`src/rtl/salamander_sram_arbiter_if.sv`:
```
// Bus bundle between the two masters, the arbiter and the single-port SRAM.
// The arbiter uses the slave view. The environment (video, CPU and SRAM) uses the master view.
interface salamander_sram_arbiter_if #(
    parameter int AW = 10,
    parameter int DW = 8
);
    // video scan-out read port
    logic          i_VID_REQ;
    logic [AW-1:0] i_VID_ADDR;
    logic [DW-1:0] o_VID_DATA;
    logic          o_VID_VALID;
    // CPU read/write port with wait-state handshake
    logic          i_CPU_REQ;
    logic          i_CPU_WE;
    logic [AW-1:0] i_CPU_ADDR;
    logic [DW-1:0] i_CPU_DIN;
    logic [DW-1:0] o_CPU_DOUT;
    logic          o_CPU_ACK;
    // SRAM side
    logic [AW-1:0] o_RAM_ADDR;
    logic [DW-1:0] o_RAM_DIN;
    logic          o_RAM_RD;
    logic          o_RAM_WR;
    logic [DW-1:0] i_RAM_DOUT;
    // status
    logic          o_INIT_BUSY;

    modport slave (
        input  i_VID_REQ, i_VID_ADDR, i_CPU_REQ, i_CPU_WE, i_CPU_ADDR, i_CPU_DIN, i_RAM_DOUT,
        output o_VID_DATA, o_VID_VALID, o_CPU_DOUT, o_CPU_ACK,
        output o_RAM_ADDR, o_RAM_DIN, o_RAM_RD, o_RAM_WR, o_INIT_BUSY
    );

    modport master (
        output i_VID_REQ, i_VID_ADDR, i_CPU_REQ, i_CPU_WE, i_CPU_ADDR, i_CPU_DIN, i_RAM_DOUT,
        input  o_VID_DATA, o_VID_VALID, o_CPU_DOUT, o_CPU_ACK,
        input  o_RAM_ADDR, o_RAM_DIN, o_RAM_RD, o_RAM_WR, o_INIT_BUSY
    );
endinterface

```
`src/rtl/salamander_sram_arbiter.sv`:
```
// Two-master front end for a single-port SRAM.
// Video reads have priority. The CPU uses a request/ack handshake and is protected from starvation.
// The RAM is cleared after reset. Every access runs through a three-stage registered pipeline:
// grant, then SRAM access, then return.
module salamander_sram_arbiter #(
    parameter int            AW         = 10,
    parameter int            DW         = 8,
    parameter int            STARVE     = 4,
    parameter int            INIT_CLEAR = 1,
    parameter logic [DW-1:0] CLR_VAL    = '0
) (
    input  logic                      i_MCLK,
    input  logic                      i_RST_n,
    salamander_sram_arbiter_if.slave  bus
);
    localparam int SW = $clog2(STARVE + 1);
    localparam logic [SW-1:0] STARVE_MAX = SW'(STARVE);

    typedef enum logic {ST_INIT, ST_RUN} state_t;
    // OP_VID_CLR is a video read issued during the clear: it returns CLR_VAL without touching the RAM
    typedef enum logic [2:0] {OP_NONE, OP_VID, OP_VID_CLR, OP_CPU_RD, OP_CPU_WR} op_t;

    state_t        state_q;
    logic [AW-1:0] clr_cnt_q;
    logic [SW-1:0] starve_q, starve_d;
    logic          pend_q, pend_d;
    logic [AW-1:0] pend_addr_q, pend_addr_d;
    op_t           s1_q, s2_q;
    logic [AW-1:0] ram_addr_q;
    logic [DW-1:0] ram_din_q;
    logic          ram_rd_q, ram_wr_q;
    logic [DW-1:0] vid_data_q, cpu_dout_q;
    logic          vid_valid_q, cpu_ack_q, busy_q;

    logic          cpu_elig, grant_vid, grant_cpu;
    logic [AW-1:0] grant_addr;

    // Grant decision for this edge, plus the pending-slot and starvation bookkeeping.
    // The CPU can be eligible during the clear. It then builds up starvation credit and
    // may be forced ahead of video on the first RUN edge.
    always_comb begin
        cpu_elig    = bus.i_CPU_REQ
                      && (s1_q != OP_CPU_RD) && (s1_q != OP_CPU_WR)
                      && (s2_q != OP_CPU_RD) && (s2_q != OP_CPU_WR)
                      && !cpu_ack_q;
        grant_vid   = 1'b0;
        grant_cpu   = 1'b0;
        grant_addr  = bus.i_VID_ADDR;
        pend_d      = pend_q;
        pend_addr_d = pend_addr_q;
        if (state_q == ST_RUN) begin
            if (pend_q) begin
                grant_vid   = 1'b1;
                grant_addr  = pend_addr_q;
                pend_d      = bus.i_VID_REQ;
                pend_addr_d = bus.i_VID_ADDR;
            end else if (cpu_elig && (starve_q == STARVE_MAX)) begin
                grant_cpu  = 1'b1;
                grant_addr = bus.i_CPU_ADDR;
                if (bus.i_VID_REQ) begin
                    pend_d      = 1'b1;
                    pend_addr_d = bus.i_VID_ADDR;
                end
            end else if (bus.i_VID_REQ) begin
                grant_vid = 1'b1;
            end else if (cpu_elig) begin
                grant_cpu  = 1'b1;
                grant_addr = bus.i_CPU_ADDR;
            end
        end
        if (grant_cpu || !bus.i_CPU_REQ) begin
            starve_d = '0;
        end else if (cpu_elig && (starve_q != STARVE_MAX)) begin
            starve_d = starve_q + 1'b1;
        end else begin
            starve_d = starve_q;
        end
    end

    // FSM, RAM command register, access pipeline and return registers.
    always_ff @(posedge i_MCLK or negedge i_RST_n) begin
        if (!i_RST_n) begin
            state_q     <= (INIT_CLEAR != 0) ? ST_INIT : ST_RUN;
            busy_q      <= (INIT_CLEAR != 0);
            clr_cnt_q   <= '0;
            starve_q    <= '0;
            pend_q      <= 1'b0;
            pend_addr_q <= '0;
            s1_q        <= OP_NONE;
            s2_q        <= OP_NONE;
            ram_addr_q  <= '0;
            ram_din_q   <= '0;
            ram_rd_q    <= 1'b0;
            ram_wr_q    <= 1'b0;
            vid_data_q  <= '0;
            vid_valid_q <= 1'b0;
            cpu_dout_q  <= '0;
            cpu_ack_q   <= 1'b0;
        end else begin
            starve_q    <= starve_d;
            pend_q      <= pend_d;
            pend_addr_q <= pend_addr_d;
            s2_q        <= s1_q;

            // return stage: the SRAM output for the access issued two edges ago is valid now
            vid_valid_q <= 1'b0;
            cpu_ack_q   <= 1'b0;
            case (s2_q)
                OP_VID:     begin vid_data_q <= bus.i_RAM_DOUT; vid_valid_q <= 1'b1; end
                OP_VID_CLR: begin vid_data_q <= CLR_VAL;        vid_valid_q <= 1'b1; end
                OP_CPU_RD:  begin cpu_dout_q <= bus.i_RAM_DOUT; cpu_ack_q   <= 1'b1; end
                OP_CPU_WR:  cpu_ack_q <= 1'b1;
                default:    ;
            endcase

            // command stage: idle cycles keep the address and data and drop both strobes
            ram_rd_q <= 1'b0;
            ram_wr_q <= 1'b0;
            s1_q     <= OP_NONE;
            if (state_q == ST_INIT) begin
                ram_wr_q   <= 1'b1;
                ram_addr_q <= clr_cnt_q;
                ram_din_q  <= CLR_VAL;
                clr_cnt_q  <= clr_cnt_q + 1'b1;
                if (bus.i_VID_REQ) begin
                    s1_q <= OP_VID_CLR;
                end
                if (&clr_cnt_q) begin
                    state_q <= ST_RUN;
                    busy_q  <= 1'b0;
                end
            end else if (grant_vid) begin
                ram_rd_q   <= 1'b1;
                ram_addr_q <= grant_addr;
                s1_q       <= OP_VID;
            end else if (grant_cpu) begin
                ram_addr_q <= grant_addr;
                if (bus.i_CPU_WE) begin
                    ram_wr_q  <= 1'b1;
                    ram_din_q <= bus.i_CPU_DIN;
                    s1_q      <= OP_CPU_WR;
                end else begin
                    ram_rd_q <= 1'b1;
                    s1_q     <= OP_CPU_RD;
                end
            end
        end
    end

    assign bus.o_RAM_ADDR  = ram_addr_q;
    assign bus.o_RAM_DIN   = ram_din_q;
    assign bus.o_RAM_RD    = ram_rd_q;
    assign bus.o_RAM_WR    = ram_wr_q;
    assign bus.o_VID_DATA  = vid_data_q;
    assign bus.o_VID_VALID = vid_valid_q;
    assign bus.o_CPU_DOUT  = cpu_dout_q;
    assign bus.o_CPU_ACK   = cpu_ack_q;
    assign bus.o_INIT_BUSY = busy_q;
endmodule
```
`src/flat_wrapper.sv`:
```
// flat-port wrapper written by rule: the top's interface ports become plain ports
module salamander_sram_arbiter_flat 
#(
    parameter int            AW         = 10,
    parameter int            DW         = 8,
    parameter int            STARVE     = 4,
    parameter int            INIT_CLEAR = 1,
    parameter logic [DW-1:0] CLR_VAL    = '0
)
  (i_MCLK, i_RST_n, bus_i_VID_REQ, bus_i_VID_ADDR, bus_i_CPU_REQ, bus_i_CPU_WE, bus_i_CPU_ADDR, bus_i_CPU_DIN, bus_i_RAM_DOUT, bus_o_VID_DATA, bus_o_VID_VALID, bus_o_CPU_DOUT, bus_o_CPU_ACK, bus_o_RAM_ADDR, bus_o_RAM_DIN, bus_o_RAM_RD, bus_o_RAM_WR, bus_o_INIT_BUSY);
  salamander_sram_arbiter_if #(.AW(AW), .DW(DW)) bus_i ();
  input  logic i_MCLK;
  input  logic i_RST_n;
  input wire logic [$bits(bus_i.i_VID_REQ)-1:0] bus_i_VID_REQ;
  input wire logic [$bits(bus_i.i_VID_ADDR)-1:0] bus_i_VID_ADDR;
  input wire logic [$bits(bus_i.i_CPU_REQ)-1:0] bus_i_CPU_REQ;
  input wire logic [$bits(bus_i.i_CPU_WE)-1:0] bus_i_CPU_WE;
  input wire logic [$bits(bus_i.i_CPU_ADDR)-1:0] bus_i_CPU_ADDR;
  input wire logic [$bits(bus_i.i_CPU_DIN)-1:0] bus_i_CPU_DIN;
  input wire logic [$bits(bus_i.i_RAM_DOUT)-1:0] bus_i_RAM_DOUT;
  output wire logic [$bits(bus_i.o_VID_DATA)-1:0] bus_o_VID_DATA;
  output wire logic [$bits(bus_i.o_VID_VALID)-1:0] bus_o_VID_VALID;
  output wire logic [$bits(bus_i.o_CPU_DOUT)-1:0] bus_o_CPU_DOUT;
  output wire logic [$bits(bus_i.o_CPU_ACK)-1:0] bus_o_CPU_ACK;
  output wire logic [$bits(bus_i.o_RAM_ADDR)-1:0] bus_o_RAM_ADDR;
  output wire logic [$bits(bus_i.o_RAM_DIN)-1:0] bus_o_RAM_DIN;
  output wire logic [$bits(bus_i.o_RAM_RD)-1:0] bus_o_RAM_RD;
  output wire logic [$bits(bus_i.o_RAM_WR)-1:0] bus_o_RAM_WR;
  output wire logic [$bits(bus_i.o_INIT_BUSY)-1:0] bus_o_INIT_BUSY;
  assign bus_i.i_VID_REQ = bus_i_VID_REQ;
  assign bus_i.i_VID_ADDR = bus_i_VID_ADDR;
  assign bus_i.i_CPU_REQ = bus_i_CPU_REQ;
  assign bus_i.i_CPU_WE = bus_i_CPU_WE;
  assign bus_i.i_CPU_ADDR = bus_i_CPU_ADDR;
  assign bus_i.i_CPU_DIN = bus_i_CPU_DIN;
  assign bus_i.i_RAM_DOUT = bus_i_RAM_DOUT;
  assign bus_o_VID_DATA = bus_i.o_VID_DATA;
  assign bus_o_VID_VALID = bus_i.o_VID_VALID;
  assign bus_o_CPU_DOUT = bus_i.o_CPU_DOUT;
  assign bus_o_CPU_ACK = bus_i.o_CPU_ACK;
  assign bus_o_RAM_ADDR = bus_i.o_RAM_ADDR;
  assign bus_o_RAM_DIN = bus_i.o_RAM_DIN;
  assign bus_o_RAM_RD = bus_i.o_RAM_RD;
  assign bus_o_RAM_WR = bus_i.o_RAM_WR;
  assign bus_o_INIT_BUSY = bus_i.o_INIT_BUSY;
  salamander_sram_arbiter #(.AW(AW), .DW(DW), .STARVE(STARVE), .INIT_CLEAR(INIT_CLEAR), .CLR_VAL(CLR_VAL)) u_core (.i_MCLK(i_MCLK), .i_RST_n(i_RST_n), .bus(bus_i));
endmodule
```
`config.mk`:
```
export PLATFORM = sky130hd
export DESIGN_NAME = salamander_sram_arbiter_flat
export DESIGN_NICKNAME = d
export VERILOG_FILES = /design/src/rtl/salamander_sram_arbiter_if.sv /design/src/rtl/salamander_sram_arbiter.sv /design/src/flat_wrapper.sv
export SDC_FILE = /design/constraint.sdc
export NUM_CORES = 1
export LEC_CHECK = 0
export BUFFER_PORTS_ARGS = -buffer_cell sky130_fd_sc_hd__buf_2
export CORE_ASPECT_RATIO = 1.4
export CORE_MARGIN = 10
export CORE_UTILIZATION = 45
export DETAILED_ROUTE_END_ITERATION = 8
export GPL_TIMING_DRIVEN = 0
export PLACE_DENSITY = 0.69
export SYNTH_ARGS = -nofsm -noshare
export SYNTH_HDL_FRONTEND = slang
export SYNTH_SLANG_ARGS = --single-unit
```
`constraint.sdc`:
```
create_clock -name i_MCLK -period 2.5 [get_ports i_MCLK]
set_input_delay 0.25 -clock i_MCLK [delete_from_list [all_inputs] [get_ports i_MCLK]]
set_output_delay 0.25 -clock i_MCLK [all_outputs]
set_load 0.01 [all_outputs]
```
==> results.md <==
Outcome:
- The flow ran to the end, and the final reports show no timing, DRC or antenna violations.

Drt:
- The detailed-route wire length per cell is 17.33 um.
- The total iterations of the first detailed-routing run is 4.
- The wire length reported by the detailed router is 8355 um.
- The routed layout has 2532 vias.
- The remaining routing DRC violations is 0.
- The first routing iteration left roughly 140 violations.
- Once detail routing completed, the nets flagged for antenna violations numbered 0.
- Dividing the detail-routed via count by the number of cells gives 5.253.

Synthesis:
- In the synthesized netlist, the number of instances is approximately 300.
- In the post-synthesis netlist, the biggest area contributors are sky130_fd_sc_hd__dfrtp_1 (53%), sky130_fd_sc_hd__nor2b_1 (3.9%), sky130_fd_sc_hd__mux2_2 (3.5%).
- Among all cell types in the netlist, the one instantiated most often is sky130_fd_sc_hd__dfrtp_1.
- After synthesis, the netlist uses between 40 and 50 different library cells.
- By count the netlist is led by sky130_fd_sc_hd__dfrtp_1 (68), sky130_fd_sc_hd__nor2_1 (25), sky130_fd_sc_hd__nand2_1 (20), sky130_fd_sc_hd__nor2b_1 (20), sky130_fd_sc_hd__o21ai_0 (19).
- The portion of synthesized cell area occupied by the leading cell type is between 50% and 60%.
- The netlist area before placement is 0.003229 mm2.
- The area fraction in and, or, nand and nor cells after synthesis is 12.71%.
- Among all flip-flop cells after synthesis, the most frequent one is sky130_fd_sc_hd__dfrtp_1.
- Measured against the total synthesized area, the mux share comes to 9.105%.
- The complex-gate fraction of the synthesized area is 17.47%.
- The leading area contributor after synthesis is sky130_fd_sc_hd__dfrtp_1.
- The arithmetic-cell share of the synthesized area counting full adders, half adders and majority gates is 1.162%.
- The post-synthesis net count is roughly 340.
- In this run, synthesis produced a sequential element count of 69.
- The average footprint of a synthesized cell is between 10 and 15 um2.
- The synthesized design contains 0 enable-type register cells.
- The synthesis warning total is 0.
- After synthesis, flip-flops and latches occupy 53.51% of the total area.
- The area share of xor/xnor cells in the synthesized design is approximately 2.7%.
- The combinational family with the most area after synthesis is compound AO/OA/AOI/OAI gates.
- The share of async-settable or async-resettable flops after synthesis is 100.0%.

Setup path:
- The class of the most critical setup path is reg -> reg.
- The flop-to-flop setup slack is 0.36 ns.
- The startpoint identified for the worst register-to-register timing path is u_core.starve_q[0].
- The number of cells on the worst reg-to-reg path is 8.
- The critical path required time is 2.73 ns.
- STA classifies the critical path endpoint as a register.
- The arrival time of the worst setup path is 2.37 ns.
- The endpoint identified for the worst register-to-register timing path is u_core.bus.o_RAM_ADDR[6].
- The worst setup path is launched from a register.
- The largest fanout on the critical path is 10.

CTS:
- The number of buffers inserted during clock tree synthesis is 9.
- The H-tree was split into 3 levels.
- Buffers added to address setup during post-CTS repair amount to 0.
- Counting along the longest clock path gives a buffer depth of 2.
- After clock tree synthesis, the clock-pin slew on the worst setup and hold paths is approximately 0.080 ns.
- The count of hold buffers inserted by post-cts repair is 0.
- The cell sitting at the root of the clock tree is a sky130_fd_sc_hd__clkbuf_8.
- The total number of clock tree sinks is 69.
- The post-cts gate resize count is 0.
- The later pin in the worst-skew pair is clocked with a latency of 0.35 ns.
- The TritonCTS clock tree is yes.

Power:
- The maximum vdd ir drop is 318.8 uV.
- The power density over the cells is ~600 mW/mm2.
- In this run the static leakage power is about 2 nW.

Die:
- The floorplan has 36 rows.
- The number of primary I/O pins is 80.
- For this configuration, the core starts out at a cell density of 46.25%.
- The overall die width is 91.60 um.
- After floorplanning, the core was sized to cover between 0.006 and 0.007 mm2.
- The die covers 0.01101 mm2.
- The floorplan step set the die height to 120.2 um.

Timing:
- The final max-slew violation count is 0.
- For the final database, setup skew stands at 0.005026 ns.
- The maximum clock frequency is 468.2 MHz.
- After layout, the worst setup slack is between 0.3 and 0.4 ns.
- The total count of hold-check failures in the final report is 0.
- The sum of negative setup slack is 0 ns.
- In the finished design, the share of the clock period the worst path needs comes to a little under nine tenths.
- The clock period could shrink to 2.136 ns.
- Setup repair after global routing left no endpoint under its margin.
- At the pin with the least slew margin, the transition time is ~0.88 ns.
- Headroom to the max-slew limit came out at 41.38%.
- The final setup violation count is 0.

Job:
- The tool flagged a number of max-cap violations equal to 0.

Placed design:
- Summed over all nets, the half-perimeter wirelength after detailed placement is 6032 um.
- The port buffer count is 79.
- The minimum setup slack after placement is 0.1566 ns.
- The congestion estimate from routability-driven global placement came to 0.7781.

Finish:
- The sequential cell area is 0.001728 mm2.
- The fill cell instance count of the final layout is 615.
- The multi-input logic area is roughly 0.0014 mm2.
- Compared with the post-synthesis result, the final layout area differs by 23.71%.
- In the final design database the tool counted 426 nets.
- The diode insertion count for antenna repair is 0.
- The proportion of layout cells with a drive suffix above 1 is 31.27%.

Global route:
- Global routing used 15.51% of the available tracks across all layers.
- The number of global-route vias before repair was 2693.
- Global routing finished with a remaining overflow of 0.
- The number of antenna violations at the first check in global routing is 0.
- Entering global routing, the biggest net connects 70 pins.
- The global-route wire length before repair is 13790 um.

Hold path:
- The kind of path behind the tightest hold check is in -> async.
## routing by layer
metal | routed length [um] | vias up | track usage, % | part of all wire, %
li1 | - | 1214 | - | -
met1 | 3484 | 1230 | 18.15 | 42
met2 | 4127 | 71 | 25.67 | 49
met3 | 550 | 17 | 4.211 | 6.6
met4 | 192 | 0 | 7.564 | 2.3
met5 | 0 | - | 0 | 0
## power by group
part	internal [W]	switching [W]	total, W
combinational	0.0000507	0.0000753	0.000126
clock	0.000688	0.000432	0.00112
sequential	0.00113	0.00000613	0.00113
## worst max-delay path, stage by stage, from the launching register on
cell,delay [ns]
sky130_fd_sc_hd__dfrtp_1,0.41
sky130_fd_sc_hd__inv_1,0.07
sky130_fd_sc_hd__ha_1,0.22
sky130_fd_sc_hd__a21bo_2,0.17
sky130_fd_sc_hd__and3_1,0.16
sky130_fd_sc_hd__clkbuf_2,0.25
sky130_fd_sc_hd__a21boi_0,0.14
sky130_fd_sc_hd__a211o_1,0.28
sky130_fd_sc_hd__a221o_1,0.32
## cells in the final DEF, fill, tap and decap left out, types with 3 or more instances in the layout
master / count
sky130_fd_sc_hd__buf_2: 80
sky130_fd_sc_hd__dfrtp_1: 68
sky130_fd_sc_hd__nor2_1: 25
sky130_fd_sc_hd__nand2_1: 20
sky130_fd_sc_hd__nor2b_1: 20
sky130_fd_sc_hd__o21ai_0: 19
sky130_fd_sc_hd__a21boi_0: 11
sky130_fd_sc_hd__a211o_1: 11
sky130_fd_sc_hd__a21oi_1: 11
sky130_fd_sc_hd__mux2_2: 10
sky130_fd_sc_hd__a221o_1: 10
sky130_fd_sc_hd__clkbuf_8: 10
sky130_fd_sc_hd__mux2_1: 9
sky130_fd_sc_hd__clkbuf_1: 8
sky130_fd_sc_hd__nand3_1: 8
sky130_fd_sc_hd__mux2i_1: 8
sky130_fd_sc_hd__xnor2_1: 7
sky130_fd_sc_hd__inv_1: 6
sky130_fd_sc_hd__buf_4: 4
sky130_fd_sc_hd__o31a_1: 3
sky130_fd_sc_hd__and3_1: 3
sky130_fd_sc_hd__xor2_1: 3
sky130_fd_sc_hd__ha_1: 3
sky130_fd_sc_hd__bufinv_16: 3
## worst max path at each step
stage	start	end	cells past startpoint	slack, ns
2_1_floorplan	u_core.starve_q[0]	u_core.bus.o_RAM_ADDR[1]	8	0.58
3_3_place_gp	u_core.starve_q[0]	u_core.bus.o_RAM_ADDR[2]	8	0.16
3_5_place_dp	u_core.starve_q[0]	u_core.bus.o_RAM_ADDR[2]	8	0.16
4_1_cts	u_core.starve_q[0]	u_core.bus.o_RAM_ADDR[6]	8	0.13
5_1_grt	u_core.starve_q[0]	u_core.bus.o_RAM_ADDR[2]	8	0.21
6_report	u_core.starve_q[0]	u_core.bus.o_RAM_ADDR[6]	8	0.36
## sequential cells by signal, indices dropped and copies added (netlist names)
register / cells
u_core.clr_cnt_q: 10
u_core.s2_q: 3
u_core.pend_q: 1
u_core.bus.o_CPU_DOUT: 8
u_core.bus.o_VID_DATA: 8
u_core.pend_addr_q: 10
u_core.bus.o_RAM_ADDR: 10
u_core.bus.o_VID_VALID: 1
u_core.bus.o_INIT_BUSY: 1
u_core.starve_q: 3
u_core.bus.o_RAM_RD: 1
u_core.bus.o_RAM_WR: 1
u_core.bus.o_CPU_ACK: 1
u_core.state_q: 1
u_core.bus.o_RAM_DIN: 8
u_core.s1_q: 2
## metrics by stage
stage	cells	hold WS, ns	util [%]	area (um2)	power, W
2_1_floorplan	292	-0.04559	-	3229	0.001201
3_3_place_gp	466	0.3893	53.62	3744	0.001279
3_5_place_dp	466	0.3886	53.66	3746	0.001283
4_1_cts	482	0.04963	57.20	3994	0.002397
5_1_grt	482	0.07744	57.22	3995	0.002467
6_report	482	0.02849	57.22	3995	0.002379
## final cells by class
class | instances | share of cell area [%]
clock inverter | 6 | 2.756
buffer | 16 | 2.067
clock buffer | 10 | 3.445
sequential | 69 | 43.25
tap | 95 | 2.975
multi-input combinational | 200 | 34.89
timing repair buffer | 79 | 9.959
inverter | 7 | 0.6577
## kinds of logic (layout without fill, tap and decap cells)
group,Yosys count,in the layout
DFF,69,69
and+or+nand+nor,84,84
adders and majority gates,3,3
xor gates and xnor gates,10,10
muxes,27,27
AOI/OAI and AO/OA,76,76
buffers and inverters,23,118
Note: power is estimated with default switching activity, not from simulation.
